===== src/rtl/ana_pad_pkg.sv =====
// Shared types and constants for the analog pad switch sequencer.
package ana_pad_pkg;

    typedef enum logic [1:0] {
        IDLE   = 2'd0,
        BREAK  = 2'd1,
        SETTLE = 2'd2,
        CONN   = 2'd3
    } ana_sw_state_t;

    // Series-resistance path encodings driven on RSEL
    localparam logic [1:0] RSEL_50  = 2'd0;
    localparam logic [1:0] RSEL_200 = 2'd1;
    localparam logic [1:0] RSEL_500 = 2'd2;
    localparam logic [1:0] RSEL_1K5 = 2'd3;

endpackage


===== src/rtl/ana_pad_switch_ctrl_if.sv =====
// Connect/disconnect request channel with valid/ready handshake.
interface ana_pad_switch_ctrl_if #(
    parameter int unsigned CHW = 3
);

    logic           REQ_VALID;
    logic           REQ_READY;
    logic           REQ_EN;
    logic [CHW-1:0] REQ_CH;
    logic [1:0]     REQ_RSEL;

    modport master (
        output REQ_VALID,
        output REQ_EN,
        output REQ_CH,
        output REQ_RSEL,
        input  REQ_READY
    );

    modport slave (
        input  REQ_VALID,
        input  REQ_EN,
        input  REQ_CH,
        input  REQ_RSEL,
        output REQ_READY
    );

endinterface


===== src/rtl/ana_pad_timer.sv =====
// Loadable down-counter; done is high during the last cycle of the loaded interval.
module ana_pad_timer #(
    parameter int unsigned CNTW = 8
) (
    input  logic            CLK,
    input  logic            RST,
    input  logic            load,
    input  logic [CNTW-1:0] value,
    output logic            done
);

    logic [CNTW-1:0] cnt_q;

    always_ff @(posedge CLK) begin
        if (RST) begin
            cnt_q <= '0;
        end else if (load) begin
            cnt_q <= value;
        end else if (cnt_q != '0) begin
            cnt_q <= cnt_q - 1'b1;
        end
    end

    // Loaded with N at edge T, done is seen at edge T+N so the interval spans N cycles
    assign done = (cnt_q == CNTW'(1));

endmodule


===== src/rtl/ana_pad_switch_ctrl.sv =====
// Break-before-make sequencer for a bank of analog pads with selectable series resistance.
module ana_pad_switch_ctrl
    import ana_pad_pkg::*;
#(
    parameter int unsigned NCH        = 8,
    parameter int unsigned CHW        = $clog2(NCH),
    parameter int unsigned BREAK_CYC  = 4,
    parameter int unsigned SETTLE_CYC = 16,
    parameter int unsigned CNTW       = 8
) (
    input  logic                 CLK,
    input  logic                 RST,
    ana_pad_switch_ctrl_if.slave req,
    output logic [NCH-1:0]       SW_EN,
    output logic [1:0]           RSEL,
    output logic                 BUSY,
    output logic                 SETTLED,
    output logic                 ERR
);

    localparam logic [CNTW-1:0] BREAK_V  = CNTW'(BREAK_CYC);
    localparam logic [CNTW-1:0] SETTLE_V = CNTW'(SETTLE_CYC);
    localparam logic [CHW:0]    NCH_LIM  = (CHW + 1)'(NCH);
    localparam logic [NCH-1:0]  ONE      = NCH'(1);

    ana_sw_state_t   state_q;
    logic [NCH-1:0]  sw_en_q;
    logic [1:0]      rsel_q;
    logic            busy_q;
    logic            settled_q;
    logic            err_q;
    logic            ready_q;
    logic            tgt_en_q;
    logic [CHW-1:0]  tgt_ch_q;
    logic [1:0]      tgt_rsel_q;

    logic            accept;
    logic            ch_ok;
    logic            same_tgt;
    logic            reject;
    logic            noop;
    logic            start;
    logic            make;
    logic            tmr_load;
    logic [CNTW-1:0] tmr_value;
    logic            tmr_done;

    // Request classification; ready_q is only high in IDLE/CONN so accept implies one of those
    always_comb begin
        accept    = req.REQ_VALID && ready_q;
        ch_ok     = ({1'b0, req.REQ_CH} < NCH_LIM);
        same_tgt  = (state_q == CONN) && (req.REQ_CH == tgt_ch_q)
                    && (req.REQ_RSEL == tgt_rsel_q);
        reject    = accept && req.REQ_EN && !ch_ok;
        noop      = req.REQ_EN ? same_tgt : (state_q == IDLE);
        start     = accept && !reject && !noop;
        make      = (state_q == BREAK) && tmr_done && tgt_en_q;
        tmr_load  = start || make;
        tmr_value = start ? BREAK_V : SETTLE_V;
    end

    ana_pad_timer #(
        .CNTW (CNTW)
    ) u_timer (
        .CLK   (CLK),
        .RST   (RST),
        .load  (tmr_load),
        .value (tmr_value),
        .done  (tmr_done)
    );

    always_ff @(posedge CLK) begin
        if (RST) begin
            state_q    <= IDLE;
            sw_en_q    <= '0;
            rsel_q     <= RSEL_50;
            busy_q     <= 1'b0;
            settled_q  <= 1'b0;
            err_q      <= 1'b0;
            ready_q    <= 1'b0;
            tgt_en_q   <= 1'b0;
            tgt_ch_q   <= '0;
            tgt_rsel_q <= RSEL_50;
        end else begin
            err_q <= reject;
            unique case (state_q)
                IDLE, CONN: begin
                    ready_q <= !start;
                    if (start) begin
                        state_q    <= BREAK;
                        sw_en_q    <= '0;
                        settled_q  <= 1'b0;
                        busy_q     <= 1'b1;
                        tgt_en_q   <= req.REQ_EN;
                        tgt_ch_q   <= req.REQ_CH;
                        tgt_rsel_q <= req.REQ_RSEL;
                    end
                end
                BREAK: begin
                    if (tmr_done) begin
                        if (tgt_en_q) begin
                            // RSEL moves on the make edge, never while a switch is closed
                            state_q <= SETTLE;
                            sw_en_q <= ONE << tgt_ch_q;
                            rsel_q  <= tgt_rsel_q;
                        end else begin
                            state_q <= IDLE;
                            busy_q  <= 1'b0;
                            ready_q <= 1'b1;
                        end
                    end
                end
                SETTLE: begin
                    if (tmr_done) begin
                        state_q   <= CONN;
                        settled_q <= 1'b1;
                        busy_q    <= 1'b0;
                        ready_q   <= 1'b1;
                    end
                end
                default: state_q <= IDLE;
            endcase
        end
    end

    assign req.REQ_READY = ready_q;
    assign SW_EN         = sw_en_q;
    assign RSEL          = rsel_q;
    assign BUSY          = busy_q;
    assign SETTLED       = settled_q;
    assign ERR           = err_q;

endmodule


===== src/flat_wrapper.sv =====
// flat-port wrapper written by rule: the top's interface ports become plain ports
module ana_pad_switch_ctrl_flat import ana_pad_pkg::*;
#(
    parameter int unsigned NCH        = 8,
    parameter int unsigned CHW        = $clog2(NCH),
    parameter int unsigned BREAK_CYC  = 4,
    parameter int unsigned SETTLE_CYC = 16,
    parameter int unsigned CNTW       = 8
)
  (CLK, RST, SW_EN, RSEL, BUSY, SETTLED, ERR, req_REQ_VALID, req_REQ_EN, req_REQ_CH, req_REQ_RSEL, req_REQ_READY);
  ana_pad_switch_ctrl_if #(.CHW(CHW)) req_i ();
  input  logic CLK;
  input  logic RST;
  output logic [NCH-1:0] SW_EN;
  output logic [1:0] RSEL;
  output logic BUSY;
  output logic SETTLED;
  output logic ERR;
  input wire logic [$bits(req_i.REQ_VALID)-1:0] req_REQ_VALID;
  input wire logic [$bits(req_i.REQ_EN)-1:0] req_REQ_EN;
  input wire logic [$bits(req_i.REQ_CH)-1:0] req_REQ_CH;
  input wire logic [$bits(req_i.REQ_RSEL)-1:0] req_REQ_RSEL;
  output wire logic [$bits(req_i.REQ_READY)-1:0] req_REQ_READY;
  assign req_i.REQ_VALID = req_REQ_VALID;
  assign req_i.REQ_EN = req_REQ_EN;
  assign req_i.REQ_CH = req_REQ_CH;
  assign req_i.REQ_RSEL = req_REQ_RSEL;
  assign req_REQ_READY = req_i.REQ_READY;
  ana_pad_switch_ctrl #(.NCH(NCH), .CHW(CHW), .BREAK_CYC(BREAK_CYC), .SETTLE_CYC(SETTLE_CYC), .CNTW(CNTW)) u_core (.CLK(CLK), .RST(RST), .req(req_i), .SW_EN(SW_EN), .RSEL(RSEL), .BUSY(BUSY), .SETTLED(SETTLED), .ERR(ERR));
endmodule

===== config.mk =====
export PLATFORM = sky130hd
export DESIGN_NAME = ana_pad_switch_ctrl_flat
export DESIGN_NICKNAME = d
export VERILOG_FILES = /design/src/rtl/ana_pad_pkg.sv /design/src/rtl/ana_pad_switch_ctrl_if.sv /design/src/rtl/ana_pad_timer.sv /design/src/rtl/ana_pad_switch_ctrl.sv /design/src/flat_wrapper.sv
export SDC_FILE = /design/constraint.sdc
export NUM_CORES = 1
export LEC_CHECK = 0
export CAP_MARGIN = 20
export CORE_UTILIZATION = 35
export DETAILED_ROUTE_END_ITERATION = 16
export SLEW_MARGIN = 40
export SYNTH_ARGS = -nofsm -noshare
export SYNTH_HDL_FRONTEND = slang
export SYNTH_SLANG_ARGS = --single-unit

===== constraint.sdc =====
create_clock -name CLK -period 1.9 [get_ports CLK]
set_clock_uncertainty 0.15 [all_clocks]
set_input_delay 0.475 -clock CLK [delete_from_list [all_inputs] [get_ports CLK]]
set_output_delay 0.475 -clock CLK [all_outputs]
set_load 0.01 [all_outputs]

# --- Word-level counts from Yosys, hierarchy flattened ---
# Index checks and enable logic that the tools add are counted.
word_totals:
  input_bits: 9
  mem_count: 0
  latchBits: 0
  register_bits: 29
  romBits: 0
  elab_cells: 69
  output_inout_bits: 14
  ram_bits: 0
classes:
  eq_ne: 11
  div: 0
  n_lt_le_gt_ge: 0
  mux: 24
  mul: 0
  reduce_logical: 22
  n_shift: 1
  addsub: 1
  bitwise: 0
op_table:
  columns: ["op", "count"]
  rows:
  - ["8-bit 2-to-1 mux", 5]
  - ["8-bit one-hot mux with 2 select lines", 1]
  - ["3-bit AND reduction", 4]
  - ["1-bit 2-to-1 mux", 9]
  - ["8-bit by 1-bit equality test with 1-bit output (second input constant)", 1]
  - ["2-bit 2-to-1 mux", 4]
  - ["2-bit by 1-bit != test with 1-bit output (second input constant)", 4]
  - ["4-bit AND reduction", 2]
  - ["8-bit nonzero test", 1]
  - ["1-bit by 3-bit << shifter with 8-bit output (first input constant)", 1]
  - ["8-bit by 1-bit subtractor with 8-bit output (second input constant)", 1]
  - ["1-bit logical AND", 6]
  - ["1-bit one-hot mux with 3 select lines", 2]
  - ["2-bit one-hot mux with 3 select lines", 1]
  - ["2-bit nonzero test", 3]
  - ["5-bit 2-to-1 mux", 1]
  - ["2-bit equality test (second input constant)", 2]
  - ["3-bit equality test", 1]
  - ["2-bit by 1-bit equality test with 1-bit output (second input constant)", 1]
  - ["2-bit equality test", 1]
  - ["1-bit zero test", 2]
  - ["2-bit zero test", 1]
  - ["2-bit != test (second input constant)", 1]
  - ["1-bit one-hot mux with 2 select lines", 1]
  - ["other kinds (3)", 3]

# --- Logic depth before layout (Yosys ltp) ---
logic_depth:
  depth_word: 8
  mapped_depth: 9
  depth_no_buf: 7

# --- Cells and area by module ---
# Synthesis repeated with hierarchy kept, for this count alone.
hier_totals:
  hier_cells: 179
  hier_area_um2: 1664.1
modules_own_cells:
  columns: ["mod", "seq_area_each_um2", "n_inst", "area_per_inst_um2", "cells_per_inst"]
  rows:
  - ["ana_pad_switch_ctrl", 420.4, 1, 1156.1, 126]
  - ["ana_pad_timer", 160.2, 1, 508.0, 53]

# --- Least setup slack after synthesis ---
# Ideal clock, no wire load.
synth_path:
  path_kind: "register to register"
  start: "reg u_core.u_timer.cnt_q[1]"
  end: "reg u_core.sw_en_q[1], in the netlist u_core.SW_EN[1]"
  required_ns: 1.623
  path_buffers: 1
  synth_period_minus_slack_ns: 2.015
  path_stages_with_launch: 9
  path_slack_ns: -0.115
  setup_ns: 0.127
  t_arrival_ns: 1.738
  cell_sequence: "dfxtp_1 inv_1 ha_1 nor3b_1 a31oi_1 a211o_1 clkbuf_1 o211ai_1 o31ai_1"
synth_between:
  elab_chain_cells: 3
synth_rtl:
  columns: ["element", "line", "text"]
  rows:
  - ["start, declared", "ana_pad_timer.sv:12", "logic [CNTW-1:0] cnt_q;"]
  - ["start signal, assigned", "ana_pad_timer.sv:18", "cnt_q <= value;"]
  - ["start signal, assigned", "ana_pad_timer.sv:20", "cnt_q <= cnt_q - 1'b1;"]
  - ["8-bit by 1-bit equality test with 1-bit output", "ana_pad_timer.sv:25", "assign done = (cnt_q == CNTW'(1));"]
  - ["2-bit by 1-bit != test with 1-bit output (no source line)", null, null]
  - ["4-bit AND reduction (no source line)", null, null]
  - ["end signal, assigned", "ana_pad_switch_ctrl.sv:104", "sw_en_q <= ONE << tgt_ch_q;"]
  - ["end, declared", "ana_pad_switch_ctrl.sv:27", "logic [NCH-1:0] sw_en_q;"]
# No other way between the ends.
# A chain may end at the register's enable or synchronous reset.

# --- Worst setup path after layout ---
layout_path:
  start: "in req_REQ_VALID"
  end: "reg u_core.sw_en_q[6], in the netlist u_core.SW_EN[6]"
layout_between:
  elab_chain_cells: 4
layout_rtl:
  columns: ["element", "line", "text"]
  rows:
  - ["start, declared", "flat_wrapper.sv:19", "input wire logic [$bits(req_i.REQ_VALID)-1:0] req_REQ_VALID;"]
  - ["1-bit logical AND", "ana_pad_switch_ctrl.sv:50", "accept = req.REQ_VALID && ready_q;"]
  - ["1-bit logical AND", "ana_pad_switch_ctrl.sv:56", "start = accept && !reject && !noop;"]
  - ["2-bit by 1-bit != test with 1-bit output (no source line)", null, null]
  - ["4-bit AND reduction (no source line)", null, null]
# No other way between the ends.

==> out/summary.md <==
The flow ran to the end, but the final reports show violations. The final reports fail on setup timing. The final critical path takes up 100.2% of the cycle.

The top fanout value on the critical path was 7; the critical path arrival was 1970 ps. The post-synthesis share of cell area spent on full adders, half adders and majority gates was 5.705%. The run gives 0 as the total grt overflow. The placed instance area was 0.002022 mm2. The worst hold-check slack was 330.2 ps; the global routing usage summed across all routing layers was 19.12%. After detailed routing, the average wire length per cell comes to 14.33 um. Critical path capture point type: a flip-flop. Effective utilization at floorplan: 37.31%. Clock tree synthesis found a total of 29 sinks. At the end of routability-driven placement, the weighted congestion stood at 0.7457. The tools report the length of the first detailed-routing pass in iterations as 4.

The multiplexer share of the synthesized area was 7.172%. Compared with the post-synthesis result, the final layout area differs by 54.12%. The cell sitting at the root of the clock tree is a clkbuf_8.

Die area: 0.004655 mm2. For the worst-skew pair, the clock arrives at the later sink with an insertion delay of 290 ps. The first global-routing pass estimated 6.368 mm of wire.

In the routed layout, each cell is associated on average with a via count of 5.246. For this run, design rule violations remaining after detail routing come to 0. Setup repair after global routing could not meet its margin everywhere.

The power density normalized to cell area is 1231 mW/mm2. Counting cells, the worst reg-to-reg path comes to 7. In this run, synthesis produced a sequential element count of 29. The setup check on the worst reg-to-reg path leaves a slack of -3 ps. The HPWL after detailed placement is 2.841 mm. The share of final-layout standard cells stronger than drive strength 1 was 42.86%; the final setup slack of the worst path was -3.405 ps. Main combinational cell family by area after synthesis: simple AND/OR/NAND/NOR gates.

The count of vias placed by the detailed router came out at 1474. The critical path startpoint was req_REQ_VALID. The via count of the first global-routing pass was 1439; the count of pins over their slew limit was 0. The core outline area was 0.004115 mm2; the post-synthesis cell count was 175. In this run the core area contains 23 standard-cell rows.

The initial antenna violation count was 0. The most common cell after layout, fill and taps aside is buf_4. The number of distinct library cells after synthesis was 39; the mean post-synth cell area was 8.773 um2. Share of synthesized cell area in and, or, nand and nor gates: 22.90%. TritonCTS built the clock tree. For this design, the slowest cell found on the critical path is clkdlybuf4s50_1.

Power comes to 0.002913 W. Endpoint of the lowest-slack register-to-register path: u_core.SW_EN[6]$_SDFFE_PP0P_. Yosys printed 0 warnings.

The top cell types in the final layout, fill and taps aside, are 37 x buf_4, 23 x dfxtp_1, 22 x nor2_1, 15 x clkdlybuf4s50_1, 10 x mux2i_1. In this run the worst setup path terminates at u_core.SW_EN[6]$_SDFFE_PP0P_. The final layout contains routed wiring with a total length of 4.028 mm. STA puts the critical path data required time at 1970 ps. Prior to clock tree synthesis, the placed netlist has a worst setup slack of -699.6 ps.

The H-tree depth reported by CTS came out at 2. For this design the static power due to leakage is 0.9006 nW. The minimum clock period after layout came out at 1903 ps. The peak per-stage delay on the critical path is 480 ps, and the total nets after synthesis is 191. Worst hold path class: flip-flop to flip-flop. The die boundary width is 68.23 um. The clock passes through at most 2 buffers. After the first detailed-routing iteration, the DRC count stood at 83. The tools report the count of endpoints failing hold in the final timing report as 0. The peak supply drop was 735.0 uV. Setup violations remaining at the end of the flow were counted as 2. The layout has 372 filler cells. The xor/xnor cell area share of the yosys netlist works out to 4.564%. The net count of the finished layout is 247.

For this run, the top clock speed supported by timing is 525.4 MHz. Traced cell by cell, the critical path runs through clkdlybuf4s50_1 -> a31oi_1 -> a211o_1 -> or3_4 -> a21oi_2. The number of antenna cells inserted was 0.

Entering global routing, the biggest net connects 17 pins. The height of the die works out to 68.23 um. After clock tree synthesis, the clock-pin slew on the worst setup and hold paths is 60 ps.

Beginning of the worst register-to-register path: u_core.u_timer.cnt_q[1]$_SDFFE_PP0P_. The kind of launch point of the worst setup path was an input port. Summing the areas of all compound-gate instances in the mapped netlist gives 15.81% of the synthesized area. For this design the top-level I/O count stands at 23.

The finished cells cover 0.002366 mm2. The critical path start-end classification was input port to flip-flop. Buffers inserted during clock tree synthesis total 5. The count of port buffers added during placement was 21; the number of maximum-capacitance constraint violations was 0.

The detail route stage leaves a number of antenna-violating nets equal to 0. Buffers inserted to repair hold after CTS numbered 0. The tools report the share of the yosys chip area belonging to registers as 37.82%. The area of the mapped netlist was 0.001535 mm2.
==> registers in the layout, summed over array words and instances (netlist names) <==
signal,flops
u_core.BUSY,1
u_core.req.REQ_READY,1
u_core.tgt_rsel_q,2
u_core.tgt_en_q,1
u_core.SW_EN,8
u_core.u_timer.cnt_q,8
u_core.tgt_ch_q,3
u_core.state_q,2
u_core.SETTLED,1
u_core.RSEL,2
==> cell families (layout without fill, tap and decap cells) <==
group / after synthesis / after routing
adder cells (fa/ha/maj): 7 / 7
AO/OA/AOI/OAI: 37 / 37
buffers and inverters: 19 / 75
other: 1 / 1
AND/OR/NAND/NOR: 63 / 63
flip-flops: 29 / 29
multiplexers: 11 / 11
XOR/XNOR: 8 / 8
==> final cells by class <==
class | instances | area (um2) | share of cell area [%]
multi-input cells | 127 | 1076 | 45.48
flip-flops and latches | 29 | 588.1 | 24.85
repair buffers | 61 | 524.3 | 22.16
clock buffers | 7 | 86.33 | 3.649
well taps | 50 | 62.56 | 2.644
inverters | 7 | 28.78 | 1.216
==> through the flow <==
stage / cells / utilization [%] / setup TNS (ps)
5_1_grt: 281 / 57.49 / -436.6
6_report: 281 / 57.49 / -4.084
3_3_place_gp: 266 / 49.13 / -13470
2_1_floorplan: 175 / - / -4.341
3_5_place_dp: 266 / 49.13 / -15150
4_1_cts: 278 / 54.64 / -78.30
==> report_power, final <==
part / total [W] / internal (W) / switching [W]
clock: 0.000519 / 0.000287 / 0.000232
combinational: 0.00156 / 0.000785 / 0.000772
sequential: 0.000837 / 0.000717 / 0.000120
==> Yosys cell counts <==
master / instances / area [um2]
a41oi_1: 1 / 8.760
nand3_1: 1 / 5.000
ha_1: 7 / 87.58
nor2b_1: 1 / 6.260
a211oi_2: 1 / 12.51
a31oi_1: 3 / 18.77
or3b_1: 1 / 8.760
nor3_1: 7 / 35.03
buf_2: 2 / 10.01
a211oi_1: 5 / 37.54
nor3b_1: 1 / 7.510
mux2i_1: 11 / 110.1
nor2_1: 26 / 97.59
a211o_1: 1 / 8.760
a21oi_2: 1 / 8.760
dfxtp_1: 29 / 580.6
or3b_2: 1 / 8.760
buf_4: 2 / 15.01
o31ai_1: 3 / 22.52
or4_1: 2 / 15.01
nand4b_1: 2 / 17.52
nand2_1: 6 / 22.52
xor2_1: 5 / 43.79
buf_6: 1 / 11.26
nand2b_1: 2 / 12.51
nor4_4: 2 / 42.54
a21oi_1: 11 / 55.05
conb_1: 1 / 3.750
clkbuf_1: 7 / 26.28
and3_1: 2 / 12.51
nand4_1: 3 / 18.77
or3_1: 5 / 31.28
o211ai_1: 3 / 22.52
nor3_2: 1 / 10.01
a311oi_1: 1 / 8.760
o41ai_1: 1 / 8.760
o21ai_0: 6 / 30.03
inv_1: 7 / 26.28
xnor2_1: 3 / 26.28
==> how the worst min path moves through the flow <==
stage	start	endpoint	slack, ps	cells past startpoint
3_3_place_gp	u_core.SW_EN[3]$_SDFFE_PP0P_	u_core.SW_EN[3]$_SDFFE_PP0P_	310	2
6_report	u_core.SW_EN[5]$_SDFFE_PP0P_	u_core.SW_EN[5]$_SDFFE_PP0P_	330	2
4_1_cts	u_core.SW_EN[0]$_SDFFE_PP0P_	u_core.SW_EN[0]$_SDFFE_PP0P_	330	2
3_5_place_dp	u_core.SW_EN[5]$_SDFFE_PP0P_	u_core.SW_EN[5]$_SDFFE_PP0P_	320	2
5_1_grt	u_core.SW_EN[4]$_SDFFE_PP0P_	u_core.SW_EN[4]$_SDFFE_PP0P_	380	2
2_1_floorplan	u_core.SW_EN[0]$_SDFFE_PP0P_	u_core.SW_EN[0]$_SDFFE_PP0P_	340	2
==> what timing repair did <==
action | 4_1_cts | 5_1_grt
gates resized for setup | 36 | 33
buffers inserted | 5 | 3
pin swaps | 15 | 16
setup endpoints to repair | 27 | 26
==> per-layer routing <==
metal  wire length (um)  GRT usage, %
met4                 63         8.854
met3                157         6.333
met1               1746         21.70
met2               2060         32.11
met5                  0             0
==> worst max-delay path: cells and delay by family <==
kind                   cells  cell delay, ps
AOI/OAI and AO/OA          3             620
buffers and inverters      1             480
and+or+nand+nor            1             400
(Power assumes the default switching activity.)
